$ cat config.mk
export PLATFORM = sky130hd
export DESIGN_NAME = sdi_packet_framer
export DESIGN_NICKNAME = d
export VERILOG_FILES = /design/src/rtl/sdi_packet_framer.sv
export SDC_FILE = /design/constraint.sdc
export NUM_CORES = 1
export LEC_CHECK = 0
export BUFFER_PORTS_ARGS = -buffer_cell sky130_fd_sc_hd__clkbuf_2
export CAP_MARGIN = 20
export CORE_MARGIN = 4
export CORE_UTILIZATION = 47
export CTS_BUF_LIST = sky130_fd_sc_hd__clkbuf_8 sky130_fd_sc_hd__clkbuf_16
export CTS_CLUSTER_SIZE = 12
export DETAILED_ROUTE_END_ITERATION = 16
export PLACE_DENSITY = 0.73
export SLEW_MARGIN = 40
export SYNTH_ARGS = -nofsm -noshare
export SYNTH_HDL_FRONTEND = slang
export SYNTH_SLANG_ARGS = --single-unit
$ cat constraint.sdc
create_clock -name i_clk -period 2.9 [get_ports i_clk]
set_input_delay 0 -clock i_clk [delete_from_list [all_inputs] [get_ports i_clk]]
set_output_delay 0 -clock i_clk [all_outputs]
set_load 0.01 [all_outputs]
$ cat src/rtl/sdi_packet_framer.sv
// Transmit-side SDI packet framer: header / BRAM payload / trailer / idle gap.
// Optional macro SDI_FRAMER_CHECKSUM_EN makes the trailer the XOR of the payload words.
module sdi_packet_framer #(
  parameter logic [31:0] IDLE_WORD   = 32'h000000BC,
  parameter int unsigned GAP_CYCLES  = 4,
  parameter logic [11:0] MAX_PAYLOAD = 12'd4093
) (
  input  logic        i_clk,
  input  logic        i_rst,
  input  logic        i_start,
  input  logic [11:0] i_dest_addr,
  input  logic [11:0] i_payload_len,
  input  logic [15:0] i_base_addr,
  output logic        o_rd_en,
  output logic [15:0] o_rd_addr,
  input  logic [31:0] i_rd_data,
  output logic [31:0] o_tx_data,
  output logic        o_tx_char_is_k,
  output logic        o_busy,
  output logic        o_done,
  output logic        o_err,
  output logic [2:0]  o_state
);

  typedef enum logic [2:0] {
    S_IDLE    = 3'd0,
    S_HEADER  = 3'd1,
    S_PAYLOAD = 3'd2,
    S_TRAILER = 3'd3,
    S_GAP     = 3'd4
  } state_t;

  localparam logic [7:0] K28_2    = 8'h5C;
  localparam logic [7:0] GAP_LAST = 8'(GAP_CYCLES - 1);

  state_t      r_state;
  logic [31:0] r_tx_data;
  logic        r_tx_k;
  logic        r_pay_sel;
  logic        r_rd_en;
  logic [15:0] r_rd_addr;
  logic [11:0] r_rd_left;
  logic [11:0] r_pay_left;
  logic [7:0]  r_gap_cnt;
  logic        r_busy;
  logic        r_done;
  logic        r_err;

  logic [31:0] w_trailer;
  logic        w_len_ok;

  assign w_len_ok = (i_payload_len != 12'd0) && (i_payload_len <= MAX_PAYLOAD);

`ifdef SDI_FRAMER_CHECKSUM_EN
  logic [31:0] r_csum;

  always_ff @(posedge i_clk) begin
    if (i_rst) begin
      r_csum <= 32'h0;
    end else if (r_state == S_HEADER) begin
      r_csum <= 32'h0;
    end else if (r_state == S_PAYLOAD) begin
      r_csum <= r_csum ^ i_rd_data;
    end
  end

  // The last payload word is still on i_rd_data when the trailer is loaded.
  assign w_trailer = r_csum ^ i_rd_data;
`else
  assign w_trailer = 32'h0;
`endif

  always_ff @(posedge i_clk) begin
    if (i_rst) begin
      r_state    <= S_IDLE;
      r_tx_data  <= IDLE_WORD;
      r_tx_k     <= 1'b1;
      r_pay_sel  <= 1'b0;
      r_rd_en    <= 1'b0;
      r_rd_addr  <= 16'h0;
      r_rd_left  <= 12'h0;
      r_pay_left <= 12'h0;
      r_gap_cnt  <= 8'h0;
      r_busy     <= 1'b0;
      r_done     <= 1'b0;
      r_err      <= 1'b0;
    end else begin
      r_done <= 1'b0;
      r_err  <= 1'b0;

      // Read issue runs one cycle ahead of the payload output, N reads per packet.
      if (r_rd_en) begin
        if (r_rd_left != 12'd0) begin
          r_rd_addr <= r_rd_addr + 16'd1;
          r_rd_left <= r_rd_left - 12'd1;
        end else begin
          r_rd_en <= 1'b0;
        end
      end

      case (r_state)
        S_IDLE: begin
          if (i_start) begin
            if (w_len_ok) begin
              r_state    <= S_HEADER;
              r_tx_data  <= {i_payload_len + 12'd2, i_dest_addr, K28_2};
              r_tx_k     <= 1'b1;
              r_busy     <= 1'b1;
              r_rd_en    <= 1'b1;
              r_rd_addr  <= i_base_addr;
              r_rd_left  <= i_payload_len - 12'd1;
              r_pay_left <= i_payload_len;
            end else begin
              r_err <= 1'b1;
            end
          end
        end
        S_HEADER: begin
          r_state   <= S_PAYLOAD;
          r_pay_sel <= 1'b1;
          r_tx_k    <= 1'b0;
        end
        S_PAYLOAD: begin
          r_pay_left <= r_pay_left - 12'd1;
          if (r_pay_left == 12'd1) begin
            r_state   <= S_TRAILER;
            r_pay_sel <= 1'b0;
            r_tx_data <= w_trailer;
          end
        end
        S_TRAILER: begin
          r_state   <= S_GAP;
          r_tx_data <= IDLE_WORD;
          r_tx_k    <= 1'b1;
          r_gap_cnt <= GAP_LAST;
          r_done    <= (GAP_LAST == 8'd0);
        end
        S_GAP: begin
          if (r_gap_cnt == 8'd0) begin
            r_state <= S_IDLE;
            r_busy  <= 1'b0;
          end else begin
            r_gap_cnt <= r_gap_cnt - 8'd1;
            r_done    <= (r_gap_cnt == 8'd1);
          end
        end
        default: r_state <= S_IDLE;
      endcase
    end
  end

  // Payload words come straight from the BRAM output register under a registered select.
  assign o_tx_data      = r_pay_sel ? i_rd_data : r_tx_data;
  assign o_tx_char_is_k = r_tx_k;
  assign o_rd_en        = r_rd_en;
  assign o_rd_addr      = r_rd_addr;
  assign o_busy         = r_busy;
  assign o_done         = r_done;
  assign o_err          = r_err;
  assign o_state        = r_state;

endmodule
; ---- Word-level counts from Yosys, hierarchy flattened
; Index checks and enable logic that the tools add are counted.
[classes]
n_addsub = 6
order_cmp = 1
eq_ne = 11
mux = 38
bitwise_logic = 3
reduce_logical = 20
[op_table]
columns = op, n
row1 = 32-bit 2-to-1 mux, 4
row2 = 32-bit case mux with 3 select lines, 1
row3 = 12-bit 2-to-1 mux, 7
row4 = 16-bit 2-to-1 mux, 5
row5 = 12-bit by 1-bit subtractor with 12-bit output (second input constant), 3
row6 = 12-bit case mux with 2 select lines, 1
row7 = 12-bit nonzero test, 2
row8 = 16-bit by 1-bit adder with 16-bit output (second input constant), 1
row9 = 8-bit case mux with 2 select lines, 1
row10 = 3-bit case mux with 5 select lines, 1
row11 = 12-bit by 2-bit adder with 12-bit output (second input constant), 1
row12 = 12-bit by 1-bit equality test with 1-bit output (second input constant), 1
row13 = 12-bit <= comparator (second input constant), 1
row14 = 3-bit 2-to-1 mux, 4
row15 = 4-bit AND reduction, 3
row16 = 1-bit 2-to-1 mux, 10
row17 = 2-bit inequality test (second input constant), 5
row18 = 8-bit by 1-bit equality test with 1-bit output (second input constant), 1
row19 = 8-bit logical NOT, 1
row20 = 8-bit 2-to-1 mux, 1
row21 = 2-bit nonzero test, 4
row22 = 8-bit by 1-bit subtractor with 8-bit output (second input constant), 1
row23 = 3-bit by 2-bit equality test with 1-bit output (second input constant), 2
row24 = 3-bit AND reduction, 2
row25 = other kinds (10), 16
[word_totals]
ff_bits = 89
wordCells = 91

; ---- Logic depth before layout (Yosys ltp)
[logic_depth]
ltp_word = 6
mapped_depth = 10
depth_no_buf = 7

; ---- Least setup slack after synthesis
; Ideal clock, no wire load.
[synth_path]
path_type = register to register
start = register r_rd_left[0]
end = register r_rd_addr[3], in the netlist o_rd_addr[3]
setup_ns = 0.086
arrival_time_ns = 2.044
t_required_ns = 2.814
setup_slack_ns = 0.771
stages_incl_launch_ff = 9
path_cell_list = dfxtp_1 inv_1 ha_1 or3b_2 o41ai_4 buf_6 nor2_1 xnor2_1 a211oi_1
[synth_via]
elab_chain_cells = 6
[synth_rtl]
columns = item, line_no
row1 = start: declaration, 42  ; logic [11:0] r_rd_left;
row2 = start signal: assignment, 95  ; r_rd_left <= r_rd_left - 12'd1;
row3 = start signal: assignment, 111  ; r_rd_left <= i_payload_len - 12'd1;
row4 = 12-bit nonzero test *, 93  ; if (r_rd_left != 12'd0) begin
row5 = 16-bit 2-to-1 mux *, 93
row6 = 16-bit 2-to-1 mux *, 92  ; if (r_rd_en) begin
row7 = 16-bit 2-to-1 mux, 104  ; if (w_len_ok) begin
row8 = 16-bit 2-to-1 mux, 103  ; if (i_start) begin
row9 = 16-bit 2-to-1 mux *, 101  ; case (r_state)
row10 = end signal: assignment, 94  ; r_rd_addr <= r_rd_addr + 16'd1;
row11 = end signal: assignment, 110  ; r_rd_addr <= i_base_addr;
row12 = end: declaration, 41  ; logic [15:0] r_rd_addr;
; Every way passes the cells marked *; elsewhere a longest branch is shown, timed or not.
; A chain may end at the register's enable or synchronous reset.

; ---- Worst setup path in the final report
[layout_path]
start = input i_payload_len[1]
end = register r_rd_left[1]
[layout_via]
elab_chain_cells = 5
word_cells_on_any_way = 7
cone_classes = 1 x add/sub / 1 x order compare / 3 x mux / 2 x reduce/logical
[layout_rtl]
columns = item, line_no
row1 = start: declaration, 12  ; input logic [11:0] i_payload_len,
row2 = 12-bit <= comparator / 12-bit nonzero test (equally long branches), 52  ; assign w_len_ok = (i_payload_len != 12'd0) && (i_payload_len <= MAX_PAYLOAD);
row3 = 1-bit logical AND, 52
row4 = 12-bit 2-to-1 mux *, 104
row5 = 12-bit 2-to-1 mux *, 103
row6 = 12-bit 2-to-1 mux *, 101
; Marked as above.

==> impl_metrics.yaml <==
run_status:
  status: "finished, final reports clean"
sta:
  tightest_slew_ns: 0.610
  slew-limit-headroom_pct: 59.0
  rsz0062_at_grt: "false"
  fin_crit_ns: 2.59
  timing.fmax_mhz: 386
  finalMaxSlewViolations: 0
  fin_crit_sh_pct: 89.4
  hold_viol_final: 0
  setup-violations-final: 0
  fin_setup_tns_ns: 0
  skew_ns: 0.0127
cts:
  cts_tree: "done"
  postCtsHoldBufs: 31
  htree_levels: 3
  clk_pin_slew_worst_paths_ns: 0.09
  cts_resized: 0
  post_cts_buffers: 0
  numCtsBuffers: 9
  clk_path_buf_depth: 2
  clock-sinks: 84
  clock_latency_ns: 0.36
  cts-root-buf: "clkbuf_8"
critical_path:
  cp_max_fo: 60
  ff2ff_path_depth: 8
  endpoint_kind: "flop"
  startpoint_type: "input pin"
  cp.arrival_ns: 2.85
  critPathKind: "input pin to flop"
  required_ns: 3.16
die:
  core_sq_um: 9770
  initial_core_util_pct: 48.2
  die-width_um: 108
  std_cell_rows: 36
  ios: 131
  die-area_sq_um: 11700
  die_y_um: 108
synth:
  synth_most_common_cell: "dfxtp_1"
  synth_top_area_share_pct: 35.7
  yosysWarnings: 0
  synthFlopType: "dfxtp_1"
  syn_area_sq_um: 4710
  synth_cell_types: 62
  syn_nets: 629
  yosys.area.top_type: "dfxtp_1"
  ys_async_sr_fraction_pct: 0
  synthCells: 541
  synth-seq-area-share_pct: 35.7
  synth-seq-cells: 84
  synth-edff-count: 0
  synthTopCellsByCount: "84 x dfxtp_1, 56 x nor2_1, 35 x nand2_1"
  synth_area_leaders: "dfxtp_1 36%, xnor2_1 6.1%, mux2_2 6.0%"
  syn_area_per_cell_sq_um: 8.71
drt:
  drt_wl_total_mm: 12.5
  avgRoutedWirePerCell_um: 15.2
  num_vias: 4537
  dr.pass1.iters: 4
  ant_nets: 0
  via_per_inst: 5.51
  drt_iter0_drc: 272
  drcViolationCount: 0
placed_design:
  gp_congestion: 0.887
  dp_hpwl_mm: 8.74
  io_buffers: 130
final_layout:
  num_antenna_cells: 0
  final_util_pct: 60.9
  area_growth_pct: 26.4
  drive_gt1_share_pct: 29.3
  nets: 773
pwr:
  p_leak_uw: 0.00251
  vdd_drop_max_mv: 0.316
  power.density_nw_per_um2: 517
global_routing:
  antenna_found_initial: 0
  grt_pass1_wl_mm: 20.3
  grt_max_degree: 61
  first_global_vias: 4390
  overflow: 0
  grt.total_usage_pct: 21.2
worst_hold_path:
  hold_class: "input pin to flop"
  hold_depth: 2
flow_run:
  max_cap_violations: 0
-- power breakdown --
group	leakage [uW]	switching [uW]	internal [uW]
clock network	0.000100	455	404
registers	0.000692	119	1270
logic	0.00172	438	395
-- kinds of logic (layout without fill, tap and decap cells) --
group | after synthesis | in the layout | synth area share (%)
compound gates | 109 | 109 | 17.6
xor+xnor | 44 | 44 | 8.18
fa+ha+maj | 13 | 13 | 3.45
buf+inv | 59 | 208 | 5.39
flops | 84 | 84 | 35.7
mux | 29 | 29 | 6.82
simple gates | 203 | 203 | 22.9
-- cell type report --
cell class	instances	area [sq um]
multi-input combinational	398	2790
inverter	19	71.3
timing repair buffer	173	1050
sequential	84	1680
fill	876	3820
clock buffer	9	124
tap	133	166
clock inverter	7	73.8
-- critical path, stage by stage --
cell and delay (ns):
dlygate4sd3_1 0.52, clkbuf_2 0.18, inv_1 0.14, ha_1 0.25, nor4bb_1 0.29, and4_1 0.44
or3_2 0.18, buf_4 0.46, o211ai_1 0.16, and3_1 0.20
-- metal layers --
| layer | wire [um] | share of wire (%) | up-vias | global-route usage [%] |
|---|---|---|---|---|
| li1 | - | - | 2246 | - |
| met3 | 587 | 4.7 | 20 | 4.18 |
| met5 | 0 | 0 | - | 0 |
| met4 | 214 | 1.7 | 0 | 6.94 |
| met2 | 6200 | 50 | 109 | 36.3 |
| met1 | 5480 | 44 | 2162 | 26.8 |
-- sequential cells by signal, indices dropped and copies added (netlist names), 3 cells and up --
| register | count |
|---|---|
| r_tx_data | 27 |
| o_rd_addr | 16 |
| o_state | 3 |
| r_pay_left | 12 |
| r_gap_cnt | 8 |
| r_rd_left | 12 |
-- final timing paths --
path / start / endpoint / slack, ns
hold reg to reg: r_tx_data[6] / r_tx_data[6] / 0.46
setup / recovery: i_payload_len[1] / r_rd_left[1] / 0.31
setup reg to reg: r_rd_left[0] / o_rd_addr[6] / 0.47
hold / removal: i_payload_len[5] / r_pay_left[5] / 0.06
-- through the flow --
step	instances	setup slack [ns]	hold WS [ns]	total power [uW]	cell area, sq um
after floorplan	541	0.771	0.124	1940	4710
after global placement	773	0.536	0.217	2180	5420
after detailed placement	776	0.495	0.223	2200	5450
after CTS	823	0.325	0.0377	3100	5960
after global routing	823	0.136	0.0530	3260	5960
final	823	0.306	0.0612	3080	5960
-- cell usage in the layout, fill, tap and decap left out, types with 3 or more instances in the layout --
master,instances
a211oi_1,29
a21oi_1,15
a22o_1,24
a311oi_1,3
a31oi_1,5
and2_1,4
and3_1,5
and4_1,4
buf_4,11
clkbuf_2,130
clkbuf_8,9
dfxtp_1,84
dlygate4sd3_1,31
ha_1,13
inv_1,18
inv_6,3
mux2_2,25
mux2i_1,4
nand2_1,35
nand3_1,17
nand4_1,5
nor2_1,56
nor2b_1,3
nor3_1,27
nor3b_1,4
nor4_1,14
o211ai_1,3
o21ai_0,9
or3_1,5
or3b_2,3
or4_1,4
xnor2_1,33
xor2_1,11
Note: power is estimated with default switching activity, not from simulation.
